==> src/rtl/uart_tx_sched_if.sv <==
// Store-to-UART write handshake between the memory stage and the UART scheduler.
// The pipeline drives valid/data as master; the scheduler returns ready as slave.
interface uart_tx_sched_if;
  logic       wr_valid;
  logic [7:0] wr_data;
  logic       wr_ready;

  modport master (output wr_valid, output wr_data, input wr_ready);
  modport slave  (input wr_valid, input wr_data, output wr_ready);
endinterface

==> src/rtl/uart_tx_sched.sv <==
// Queues CPU store-to-UART bytes and paces them out as single-cycle uart_we strobes
// spaced CHAR_GAP+1 clocks apart, so the shared serializer is never overrun.
module uart_tx_sched #(
  parameter int DEPTH    = 16,
  parameter int CHAR_GAP = 10416
) (
  input  logic                    clk,
  input  logic                    rstd,
  uart_tx_sched_if.slave          wr,
  output logic                    uart_we,
  output logic [7:0]              uart_data,
  output logic [$clog2(DEPTH):0]  fifo_count,
  output logic                    busy,
  output logic                    overflow
);

  localparam int AW = $clog2(DEPTH);
  localparam int PW = AW + 1;
  localparam int CW = $clog2(CHAR_GAP) + 1;
  localparam logic [PW-1:0] PTR_ONE  = PW'(1);
  localparam logic [CW-1:0] CNT_ONE  = CW'(1);
  localparam logic [CW-1:0] GAP_LOAD = CW'(CHAR_GAP - 2);

  typedef enum logic [1:0] {
    IDLE = 2'd0,
    SEND = 2'd1,
    WAIT = 2'd2
  } state_t;

  state_t        state_reg, state_next;
  logic [CW-1:0] cnt_reg, cnt_next;
  logic [PW-1:0] wr_ptr_reg, rd_ptr_reg;
  logic [7:0]    mem_reg [DEPTH];
  logic [7:0]    uart_data_reg;
  logic          uart_we_reg;
  logic          overflow_reg;

  logic full;
  logic empty;
  logic push;
  logic pop;

  // Wrap bit distinguishes full from empty when the index bits match.
  assign full  = (wr_ptr_reg[AW] != rd_ptr_reg[AW]) &&
                 (wr_ptr_reg[AW-1:0] == rd_ptr_reg[AW-1:0]);
  assign empty = (wr_ptr_reg == rd_ptr_reg);

  assign wr.wr_ready = !full;
  assign push        = wr.wr_valid && !full;

  assign fifo_count = wr_ptr_reg - rd_ptr_reg;
  assign busy       = !empty || (state_reg != IDLE);
  assign uart_we    = uart_we_reg;
  assign uart_data  = uart_data_reg;
  assign overflow   = overflow_reg;

  always_comb begin
    state_next = state_reg;
    cnt_next   = cnt_reg;
    pop        = 1'b0;
    case (state_reg)
      IDLE: begin
        if (!empty) begin
          state_next = SEND;
          pop        = 1'b1;
        end
      end
      SEND: begin
        cnt_next   = GAP_LOAD;
        state_next = WAIT;
      end
      WAIT: begin
        if (cnt_reg == '0) begin
          state_next = IDLE;
        end else begin
          cnt_next = cnt_reg - CNT_ONE;
        end
      end
      default: begin
        state_next = IDLE;
      end
    endcase
  end

  // Storage carries no reset so it maps onto block/distributed RAM.
  always_ff @(posedge clk) begin
    if (push) begin
      mem_reg[wr_ptr_reg[AW-1:0]] <= wr.wr_data;
    end
  end

  always_ff @(posedge clk) begin
    if (rstd) begin
      state_reg     <= IDLE;
      cnt_reg       <= '0;
      wr_ptr_reg    <= '0;
      rd_ptr_reg    <= '0;
      uart_we_reg   <= 1'b0;
      uart_data_reg <= 8'h00;
      overflow_reg  <= 1'b0;
    end else begin
      state_reg   <= state_next;
      cnt_reg     <= cnt_next;
      uart_we_reg <= (state_next == SEND);
      if (push) begin
        wr_ptr_reg <= wr_ptr_reg + PTR_ONE;
      end
      if (pop) begin
        rd_ptr_reg    <= rd_ptr_reg + PTR_ONE;
        uart_data_reg <= mem_reg[rd_ptr_reg[AW-1:0]];
      end
      if (wr.wr_valid && full) begin
        overflow_reg <= 1'b1;
      end
    end
  end

endmodule

==> src/flat_wrapper.sv <==
// flat-port wrapper written by rule: the top's interface ports become plain ports
module uart_tx_sched_flat 
#(
  parameter int DEPTH    = 16,
  parameter int CHAR_GAP = 10416
)
  (clk, rstd, uart_we, uart_data, fifo_count, busy, overflow, wr_wr_valid, wr_wr_data, wr_wr_ready);
  uart_tx_sched_if wr_i ();
  input  logic clk;
  input  logic rstd;
  output logic uart_we;
  output logic [7:0] uart_data;
  output logic [$clog2(DEPTH):0] fifo_count;
  output logic busy;
  output logic overflow;
  input wire logic [$bits(wr_i.wr_valid)-1:0] wr_wr_valid;
  input wire logic [$bits(wr_i.wr_data)-1:0] wr_wr_data;
  output wire logic [$bits(wr_i.wr_ready)-1:0] wr_wr_ready;
  assign wr_i.wr_valid = wr_wr_valid;
  assign wr_i.wr_data = wr_wr_data;
  assign wr_wr_ready = wr_i.wr_ready;
  uart_tx_sched #(.DEPTH(DEPTH), .CHAR_GAP(CHAR_GAP)) u_core (.clk(clk), .rstd(rstd), .wr(wr_i), .uart_we(uart_we), .uart_data(uart_data), .fifo_count(fifo_count), .busy(busy), .overflow(overflow));
endmodule
==> config.mk <==
export PLATFORM = sky130hd
export DESIGN_NAME = uart_tx_sched_flat
export DESIGN_NICKNAME = d
export VERILOG_FILES = /design/src/rtl/uart_tx_sched_if.sv /design/src/rtl/uart_tx_sched.sv /design/src/flat_wrapper.sv
export SDC_FILE = /design/constraint.sdc
export NUM_CORES = 1
export LEC_CHECK = 0
export BUFFER_PORTS_ARGS = -buffer_cell sky130_fd_sc_hd__buf_2
export CAP_MARGIN = 20
export CELL_PAD_IN_SITES_DETAIL_PLACEMENT = 0
export CELL_PAD_IN_SITES_GLOBAL_PLACEMENT = 2
export CORE_AREA = 4 4 137 139
export DETAILED_ROUTE_END_ITERATION = 6
export DIE_AREA = 0 0 141 143
export GPL_ROUTABILITY_DRIVEN = 0
export PLACE_DENSITY_LB_ADDON = 0.15
export SLEW_MARGIN = 20
export SYNTH_ARGS = -nofsm -noshare
export SYNTH_HDL_FRONTEND = slang
export SYNTH_SLANG_ARGS = --single-unit
==> constraint.sdc <==
create_clock -name clk -period 3.1 [get_ports clk]
set_input_delay 0.31 -clock clk [delete_from_list [all_inputs] [get_ports clk]]
set_output_delay 0.31 -clock clk [all_outputs]
set_load 0.1 [all_outputs]
; ---- Word level (Yosys, flattened, before mapping)
; Memory sizes are Yosys's and may differ from the RTL's. A register that Yosys moved wholly into a read port is not among the register bits.
; Index checks and enable logic that the tools add are counted.
[word_totals]
mem_bits_rw = 128
n_memories = 1
input_bits = 11
word_cells = 38
regBits = 29
out_inout_bits = 17
[classes]
n_reduce_logical = 11
eq_ne = 7
add_sub_neg = 4
mux = 9
[mem_list]
columns = memory, depth, width, read_ports, rd_ports_with_merged_regs, wr, line
row1 = u_core.mem_reg, 16, 8, 1, 1, 1, uart_tx_sched.sv:33  ; logic [7:0] mem_reg [DEPTH];
[ops]
columns = op, n
row1 = case mux 15 bit (2 select lines), 1
row2 = logical NOT 15 bit, 1
row3 = two-way mux 15 bit, 1
row4 = subtractor 15 x 1 -> 15 bit (second input constant), 1
row5 = adder 5 x 1 -> 5 bit (second input constant), 2
row6 = case mux 2 bit (3 select lines), 1
row7 = equality test 5 bit, 1
row8 = subtractor 5 bit, 1
row9 = equality test 2 x 1 -> 1 bit (second input constant), 2
row10 = equality test 4 bit, 1
row11 = two-way mux 1 bit, 4
row12 = two-way mux 2 bit, 2
row13 = nonzero test 2 bit, 2
row14 = logical AND 1 bit, 3
row15 = equality test 2 bit (second input constant), 1
row16 = logical NOT 1 bit, 2
row17 = logical NOT 2 bit, 1
row18 = != test 2 bit (second input constant), 1
row19 = AND reduction 2 bit, 1
row20 = logical OR 1 bit, 1
row21 = != test 1 bit, 1

; ---- Depth between registers and ports, before layout
; Gate-level depths: netlist of the first run.
[logic_depth]
depth_word = 6
ltp_mapped = 11
mapped_depth_nobuf = 7

; ---- Worst setup path before layout of the first run
; No wires, ideal clock.
[synth_timing]
kind = reg-to-output
startpoint = reg u_core.rd_ptr_reg[1]
endpoint = out fifo_count[3]
arrival_ps = 3217
slack_ps = -427
stages_incl_launch_ff = 10
required_time_ps = 2790
path_buffers = 4
cell_sequence = dfxtp_1 > buf_2 > buf_6 > buf_4 > buf_4 > inv_2 > ha_1 > a21o_1 > a21oi_1 > xnor2_1
[synth_between]
elab_chain_cells = 1
[synth_lines]
columns = item, line
row1 = start: declaration, uart_tx_sched.sv:32  ; logic [PW-1:0] wr_ptr_reg, rd_ptr_reg;
row2 = start signal: assignment, uart_tx_sched.sv:109  ; rd_ptr_reg <= rd_ptr_reg + PTR_ONE;
row3 = subtractor 5 bit, uart_tx_sched.sv:51  ; assign fifo_count = wr_ptr_reg - rd_ptr_reg;
row4 = end: declaration, flat_wrapper.sv:13  ; output logic [$clog2(DEPTH):0] fifo_count;
; No other way between the ends.

; ---- Worst setup path in the final report of the first run
[layout_timing]
startpoint = reg u_core.rd_ptr_reg[0]
endpoint = out fifo_count[4]
; Same word-level chain as after synthesis.

==> results of run 1 <==
[cell usage after synthesis (11+ instances only)]
| master | instances |
|---|---|
| ha_1 | 11 |
| inv_1 | 13 |
| mux4_2 | 16 |
| nor3_1 | 18 |
| mux2i_1 | 33 |
| clkbuf_1 | 15 |
| dfxtp_1 | 37 |
| nand2_1 | 13 |
| o22ai_1 | 17 |
| edfxtp_1 | 128 |
| nor2_1 | 44 |
[kinds of logic after synthesis]
group,synth area share (%)
muxes,10.2
and+or+nand+nor,10.2
adders and majority gates,2.29
AOI/OAI and AO/OA,7.11
xor gates and xnor gates,1.27
buffers and inverters,2.52
DFF,66.4
[final cells by class]
class / instances / area, um2
timing repair buffer: 49 / 300
tap: 229 / 287
clock buffer: 17 / 425
inverter: 14 / 52.6
clock inverter: 15 / 146
fill: 1584 / 9700
sequential: 165 / 4590
multi-input combinational: 274 / 2160
[tightest hold or removal path: cells and delay by family]
kind | cells | cell delay [ps]
AND/OR/NAND/NOR | 1 | 70
buffers and inverters | 1 | 120
AO/OA/AOI/OAI | 1 | 70
[layer usage]
layer,track usage (%),part of all wire (%),vias up,routed length (um)
met5,0,0,-,0
met4,5.05,1.2,0,188
met3,3.18,2.3,15,357
met2,26.3,50,50,7710
met1,21.2,46,2036,7060
li1,-,-,1945,-
[per-stage QoR]
| step | util [%] | hold WS (ps) |
|---|---|---|
| 5_1_grt | 45.1 | 204 |
| 3_3_place_gp | 41.8 | 445 |
| 4_1_cts | 45.1 | 172 |
| 2_1_floorplan | - | 409 |
| 3_5_place_dp | 41.8 | 467 |
| 6_report | 45.1 | 176 |
[worst paths after layout]
kind                                                   startpoint                              to  cells past startpoint
worst max-delay path            u_core.rd_ptr_reg[0]$_SDFFE_PP0P_                   fifo_count[4]                      7
worst min-delay path                                  wr_wr_valid    u_core.overflow$_SDFFE_PP0P_                      3
worst max register to register  u_core.rd_ptr_reg[3]$_SDFFE_PP0P_  u_core.mem_reg[0][1]$_DFFE_PP_                      8
worst min register to register       u_core.overflow$_SDFFE_PP0P_    u_core.overflow$_SDFFE_PP0P_                      2
[power by group]
part / internal, uW / total, uW / leakage [uW] / switching, uW
combinational: 712 / 2330 / 0.000940 / 1620
clock: 1120 / 2030 / 0.000275 / 904
sequential: 2540 / 2720 / 0.00146 / 181
total: 4380 / 7080 / 0.00267 / 2710
==> results.ini, run 1 <==
[run_status]
status = complete, no violations

[detailed_routing]
ant_nets = 0
post_drt_wl_per_cell_um = 20.1
drc_errors = 0
dr.pass1.iters = 4
viasPerCell = 5.30
wirelength_um = 15300
drt_iter0_drc = 164
vias = 4046

[synthesis]
yosysUniqueCellTypes = 58
yosysSeqAreaShare_pct = 66.4
syn_nets = 501
synth-seq-cells = 165
synth_edf_count = 128
yosys.area.top_type = edfxtp_1
synth_area_leaders = edfxtp_1 56%, dfxtp_1 11%, mux4_2 5.2%
syn_area_per_cell_um2 = 14.4
netlist_area_mm2 = 0.00690
ys.flop_type = edfxtp_1
synth.top_cell.area_share_pct = 55.7
synthArstFlopShare_pct = 0
yosys_warnings = 0
netlist_instances = 478

[timing]
fin_crit_sh_pct = 88.7
clock_skew_ps = 15.5
period_minus_slack_ps = 2750
setup_viol = 0
relSlewSlack_pct = 42.0
tns_ps = 0
report.final.slew_viol_count = 0
fmax_ghz = 0.364
rsz0062_at_grt = no
setup_ws_ps = 351
hold_viol_final = 0
tightest_slew_ps = 869

[final_layout]
final_area_mm2 = 0.00796
layout-drive-gt1-share_pct = 19.3
largest_register_ffs = 128
final_nets = 544
final_common_cell = edfxtp_1
diodes = 0
syn_to_final_growth_pct = 15.3
final_cell_mix = 128 x edfxtp_1, 44 x nor2_1, 36 x dfxtp_1
instances_no_fill = 763

[worst_setup_path]
arrival_ps = 2440
crit_buf_inv = 2
crit_path_cell_trace = ha_1 -> fa_1 -> inv_1 -> a21o_1 -> a21oi_1 -> xnor2_2 -> buf_2
path_delay_family = flip-flops
cp_slowest_cell = dfxtp_1
crit_path_end_kind = primary output
r2r_slack_ps = 720
worstPathRequired_ps = 2790
worstSetupStartpointType = flip-flop
cp_max_fo = 10
path_class = reg2out
critPathMaxStageDelay_ps = 530

[cts]
cts_hold_buf = 0
clkSinkCount = 165
cts_root_buffer = clkbuf_16
clk_pin_slew_ps = 70
ctsResizeCount = 0
cts_made_buffers = 17
clkLatencyLatePin_ps = 430
cts_max_path_buffers = 2
cts.htree.levels = 4
cts_tree = built
post_cts_buffers = 0

[floorplanning]
die_y_um = 143
initial_core_util_pct = 39.1
dieArea_mm2 = 0.0202
die_w_um = 141
io_pins = 28
fp-row-count = 49
core_area_mm2 = 0.0177

[pwr]
p_leak_uw = 0.00267
vdd_ir_drop_max_mv = 0.594
power.density_mw_per_mm2 = 890
power_uw = 7080

[grt]
grt.overflow.total = 0
grt_pass1_vias = 4142
grt_max_degree = 41
grtUsageTotal_pct = 15.9
antenna_found_initial = 0
grt_pass1_wl_um = 23800

[placement]
dp_cells = 731
numPortBuffers = 27
hpwlAfterDp_um = 10200
place_area_mm2 = 0.00738
dpl_worst_slack_ps = 720

[hold_path]
hold_class = in2reg

[run]
cap_violations = 0

No activity file was read; power rests on OpenSTA's default activity.
==> run 2: changes to the inputs <==
- BUFFER_PORTS_ARGS: -buffer_cell sky130_fd_sc_hd__buf_2 -> default
- DONT_BUFFER_PORTS: default -> 1
==> run 2 against run 1 <==
Sequential power grew 11%. Flip-flop and latch count is the same. Critical path type unchanged. Count of clock-buffer cells in the layout grew 4. Routed wire length grew 2.6%.
==> results.ini, run 2 (synthesized netlist as in run 1, its figures left out) <==
[grt]
grt_pass1_wl_um = 24300  ; +2.0%
use_met2_pct = 27.2  ; +0.91 points
grtUsageTotal_pct = 16.2  ; +0.37 points
grt_pass1_vias = 4109  ; -0.80%
busiest_layer = met2
met1_usage_pct = 21.7  ; +0.49 points
antenna_found_initial = 0  ; unchanged
grtUsageMet3_pct = 2.65  ; -0.54 points
grt_max_degree = 36  ; -12%
grt.overflow.total = 0  ; unchanged

[floorplanning]
core_area_mm2 = 0.0177  ; unchanged
io_pins = 28  ; unchanged
dieArea_mm2 = 0.0202  ; unchanged
initial_core_util_pct = 39.1  ; unchanged
die_y_um = 143  ; unchanged
fp-row-count = 49  ; unchanged
die_w_um = 141  ; unchanged

[cts]
cts_root_buffer = clkbuf_16
clkSinkCount = 165  ; unchanged
cts.htree.levels = 4  ; unchanged
ctsResizeCount = 0  ; unchanged
cts_max_path_buffers = 2  ; unchanged
cts_made_buffers = 17  ; unchanged
clkLatencyLatePin_ps = 420  ; about the same
cts_tree = built
clk_pin_slew_ps = 60  ; about the same

[timing]
tightest_slew_ps = 1050  ; +179 ps
report.final.slew_viol_count = 0  ; unchanged
clock_skew_ps = 8.94  ; -6.59 ps
setup_viol = 0  ; unchanged
hold_viol_final = 0  ; unchanged
fmax_ghz = 0.375  ; +3.0%
setup_ws_ps = 431  ; +79.6 ps
period_minus_slack_ps = 2670  ; -79.6 ps
tns_ps = 0  ; unchanged
fin_crit_sh_pct = 86.1  ; -2.6 points
rsz0062_at_grt = no
relSlewSlack_pct = 30.0  ; -12 points

[worst_setup_path]
crit_path_end_kind = primary output
path_class = reg2out
worstPathRequired_ps = 2790  ; about the same
worstSetupStartpointType = flip-flop
arrival_ps = 2360  ; -80 ps
cp_max_fo = 10  ; unchanged

[detailed_routing]
drt_iter0_drc = 200  ; +22%
viasPerCell = 5.39  ; +1.6%
post_drt_wl_per_cell_um = 20.9  ; +4.3%
wirelength_um = 15700  ; +2.6%
dr.pass1.iters = 4  ; unchanged
vias = 4048  ; +0.049%
drc_errors = 0  ; unchanged
ant_nets = 0  ; unchanged

[pwr]
power.density_mw_per_mm2 = 890  ; about the same
p_leak_uw = 0.00265  ; -1.1%
vdd_ir_drop_max_mv = 0.446  ; -25%

[final_layout]
final_common_cell = edfxtp_1
diodes = 0  ; unchanged
final_nets = 532  ; -2.2%
largest_register_ffs = 128  ; unchanged
final_cell_mix = 128 x edfxtp_1, 44 x nor2_1, 36 x dfxtp_1
seq_area_mm2 = 0.00459  ; unchanged
fill_cells = 1577  ; -0.44%
layout-drive-gt1-share_pct = 16.3  ; -3.0 points
fin_util_pct = 45.2  ; +0.18 points
instances_no_fill = 751  ; -1.6%
multiInputGateArea_mm2 = 0.00216  ; +0.35%
syn_to_final_growth_pct = 15.8

[placement]
numPortBuffers = 0  ; -100%
hpwlAfterDp_um = 10100  ; -0.56%
dpl_worst_slack_ps = 655  ; -64.9 ps
dp_cells = 710  ; -2.9%

[hold_path]
hold_class = in2reg

[run]
cap_violations = 0  ; unchanged

[run_status]
status = complete, no violations

run 2: cell count changes in the layout (fill, tap and decap cells not counted), sizes merged:
cell and delta:
clkbuf +4, clkinv -3, buf -20, inv -1
dlygate4sd3 +8
run 2: metal layers:
| metal | routed length, um | up-vias |
|---|---|---|
| met2 | 8020 | 71 |
| met3 | 532 | 14 |
| met1 | 7000 | 2041 |
| met4 | 163 | 0 |
| met5 | 0 | - |
| li1 | - | 1922 |
run 2: report_power, final:
| part | switching, uW | internal [uW] | total, uW |
|---|---|---|---|
| sequential | 485 | 2540 | 3020 |
| combinational | 1320 | 707 | 2030 |
| clock | 871 | 1190 | 2060 |
run 2: worst paths after layout:
check	cells after the start	from	end	slack, ps
setup / recovery	7	u_core.rd_ptr_reg[0]$_SDFFE_PP0P_	fifo_count[4]	430
hold / removal	2	wr_wr_valid	u_core.overflow$_SDFFE_PP0P_	50
setup reg to reg	7	u_core.rd_ptr_reg[3]$_SDFFE_PP0P_	u_core.mem_reg[1][7]$_DFFE_PP_	680
hold reg to reg	2	u_core.uart_data[4]$_SDFFE_PP0P_	u_core.uart_data[4]$_SDFFE_PP0P_	510
run 2: critical path, stage by stage (launching register included):
cell     delay [ps]
dfxtp_1         550
ha_1            270
fa_1            250
inv_1            50
a21o_1          170
a21oi_1         220
xnor2_2         130
buf_4           300
run 2: area by class of cell:
| cell class | count | share of cell area, % |
|---|---|---|
| Sequential cell | 165 | 57.4 |
| Tap cell | 229 | 3.59 |
| Inverter | 14 | 0.658 |
| Clock inverter | 11 | 1.46 |
| Multi-Input combinational cell | 274 | 27.1 |
| Clock buffer | 21 | 5.89 |
| Timing Repair Buffer | 37 | 3.88 |
run 2: timing repair:
item,4_1_cts,5_1_grt
setup buffers,0,0
hold endpoints to repair,159,0
hold buffers,9,0
run 2: metrics by stage:
stage                     power (uW)  cell area (um2)  hold WS, ps
after floorplan                 4600             6910          409
after global placement          5050             7300          380
after detailed placement        5060             7300          377
after CTS                       7190             7990         31.8
after global routing            7480             7990         42.2
final                           7110             7990         48.9
==> run 3: changes to the inputs <==
- CTS_CLUSTER_SIZE: default -> 24
- PLACE_DENSITY: default -> 0.68
- PLACE_DENSITY_LB_ADDON: 0.15 -> default
==> run 3 against run 2 <==
Clock skew is 6.6 ps higher. Via count is 0.67% lower. Non-clock buffer count is 1 lower. Clock power is 6% lower. Register-to-register slack hardly changed. Global-route usage is 0.47 points lower. Cell count is 0.27% lower. Critical endpoint unchanged. Largest power group unchanged. Highest routed layer unchanged.
==> results.ini, run 3 (synthesized netlist as in run 1, its figures left out) <==
[floorplanning]
initial_core_util_pct = 39.1  ; unchanged
dieArea_mm2 = 0.0202  ; unchanged
core_area_mm2 = 0.0177  ; unchanged
io_pins = 28  ; unchanged
fp-row-count = 49  ; unchanged
die_w_um = 141  ; unchanged
die_y_um = 143  ; unchanged

[worst_setup_path]
crit_start = u_core.rd_ptr_reg[0]$_SDFFE_PP0P_
path_class = reg2out
crit_path_end_kind = primary output
cp_max_fo = 10  ; unchanged
arrival_ps = 2380  ; +20 ps
worstPathRequired_ps = 2790  ; about the same
timing.rr.start = u_core.rd_ptr_reg[3]$_SDFFE_PP0P_
worstSetupStartpointType = flip-flop

[detailed_routing]
dr.pass1.iters = 4  ; unchanged
vias = 4021  ; -0.67%
drt_iter0_drc = 267  ; +34%
wirelength_um = 15200  ; -3.6%
drc_errors = 0  ; unchanged
viasPerCell = 5.37  ; -0.40%
post_drt_wl_per_cell_um = 20.2  ; -3.4%
ant_nets = 0  ; unchanged

[timing]
report.final.slew_viol_count = 0  ; unchanged
clock_skew_ps = 15.5  ; +6.60 ps
hold_viol_final = 0  ; unchanged
fmax_ghz = 0.372  ; -0.79%
fin_crit_sh_pct = 86.8  ; +0.69 points
period_minus_slack_ps = 2690  ; +21.3 ps
setup_viol = 0  ; unchanged
rsz0062_at_grt = no
tns_ps = 0  ; unchanged
holdWs_ps = 32.8  ; -16.1 ps
tightest_slew_ps = 1040  ; -12.7 ps
relSlewSlack_pct = 30.9  ; +0.85 points

[placement]
place_area_mm2 = 0.00729  ; -0.10%
numPortBuffers = 0  ; unchanged
hpwlAfterDp_um = 10100  ; -0.47%

[final_layout]
syn_to_final_growth_pct = 15.0
final_common_cell = edfxtp_1
largest_register_ffs = 128  ; unchanged
diodes = 0  ; unchanged
multiInputGateArea_mm2 = 0.00216  ; unchanged
layout-drive-gt1-share_pct = 16.2  ; -0.13 points
fill_cells = 1592  ; +0.95%
seq_area_mm2 = 0.00459  ; unchanged
final_nets = 531  ; -0.19%
final_cell_mix = 128 x edfxtp_1, 44 x nor2_1, 36 x dfxtp_1
final_area_mm2 = 0.00794  ; -0.66%
fin_util_pct = 44.9  ; -0.30 points

[cts]
cts_tree = built
cts_root_buffer = clkbuf_16
cts_made_buffers = 17  ; unchanged
cts_max_path_buffers = 2  ; unchanged
clkLatencyLatePin_ps = 420  ; about the same
cts.htree.levels = 4  ; unchanged
clkSinkCount = 165  ; unchanged
ctsResizeCount = 0  ; unchanged
clk_pin_slew_ps = 60  ; about the same

[pwr]
p_leak_uw = 0.00262  ; -0.93%
power_uw = 6990  ; -1.8%
vdd_ir_drop_max_mv = 0.529  ; +19%
power.density_mw_per_mm2 = 880  ; -1.1%

[grt]
grt_max_degree = 34  ; -5.6%
grtUsageTotal_pct = 15.8  ; -0.47 points
grt_pass1_wl_um = 23600  ; -2.8%
grt_pass1_vias = 4062  ; -1.1%
antenna_found_initial = 0  ; unchanged
grt.overflow.total = 0  ; unchanged

[run_status]
status = complete, no violations

[run]
cap_violations = 0  ; unchanged

[hold_path]
hold_start = wr_wr_valid
hold_class = in2reg

## run 3: changes by cell type in the layout (fill, tap and decap cells not counted)
cell,delta
buf_4,-1
bufinv_16,-1
inv_6,+1
clkbuf_8,-3
clkinv_2,+2
clkbuf_1,-1
inv_8,+1
## run 3: area by class of cell
type	count	area share (%)
Timing Repair Buffer	36	3.82
Multi-Input combinational cell	274	27.3
Clock buffer	17	5.36
Inverter	14	0.662
Sequential cell	165	57.8
Clock inverter	14	1.47
Tap cell	229	3.61
## run 3: per-stage QoR
step / cells / setup WS [ps]
after floorplan: 478 / 56.2
after global placement: 709 / 735
after detailed placement: 709 / 661
after CTS: 749 / 381
after global routing: 749 / 279
final: 749 / 410
## run 3: report_power, final
group / leakage (uW) / internal [uW] / switching, uW
logic: 0.000896 / 721 / 1340
clock network: 0.000266 / 1040 / 887
registers: 0.00146 / 2540 / 456
## run 3: path summary, 6_finish.rpt
check	endpoint	slack (ps)	cells past startpoint
max reg2reg	u_core.mem_reg[9][0]$_DFFE_PP_	690	6
min	u_core.overflow$_SDFFE_PP0P_	30	2
min reg2reg	u_core.rd_ptr_reg[4]$_SDFFE_PP0P_	530	2
max	fifo_count[4]	410	7
## run 3: worst max-delay path, cell delays in order (launching register included)
cell and delay (ps):
dfxtp_1 540, ha_1 250, fa_1 240, inv_1 60, a21o_1 180, a21oi_1 250, xnor2_2 140, buf_4 300
## run 3: routing by layer
metal	wire length [um]	GRT usage, %	up-vias
met3	448	3.22	21
met5	0	0	-
li1	-	-	1918
met1	6730	20.4	2024
met4	284	6.63	0
met2	7680	26.1	58
## run 3: repair_timing
item,in CTS,in global routing
buffers inserted,0,0
endpoints found under the hold margin,159,0
endpoints found under the setup margin,0,0
hold buffers,9,0
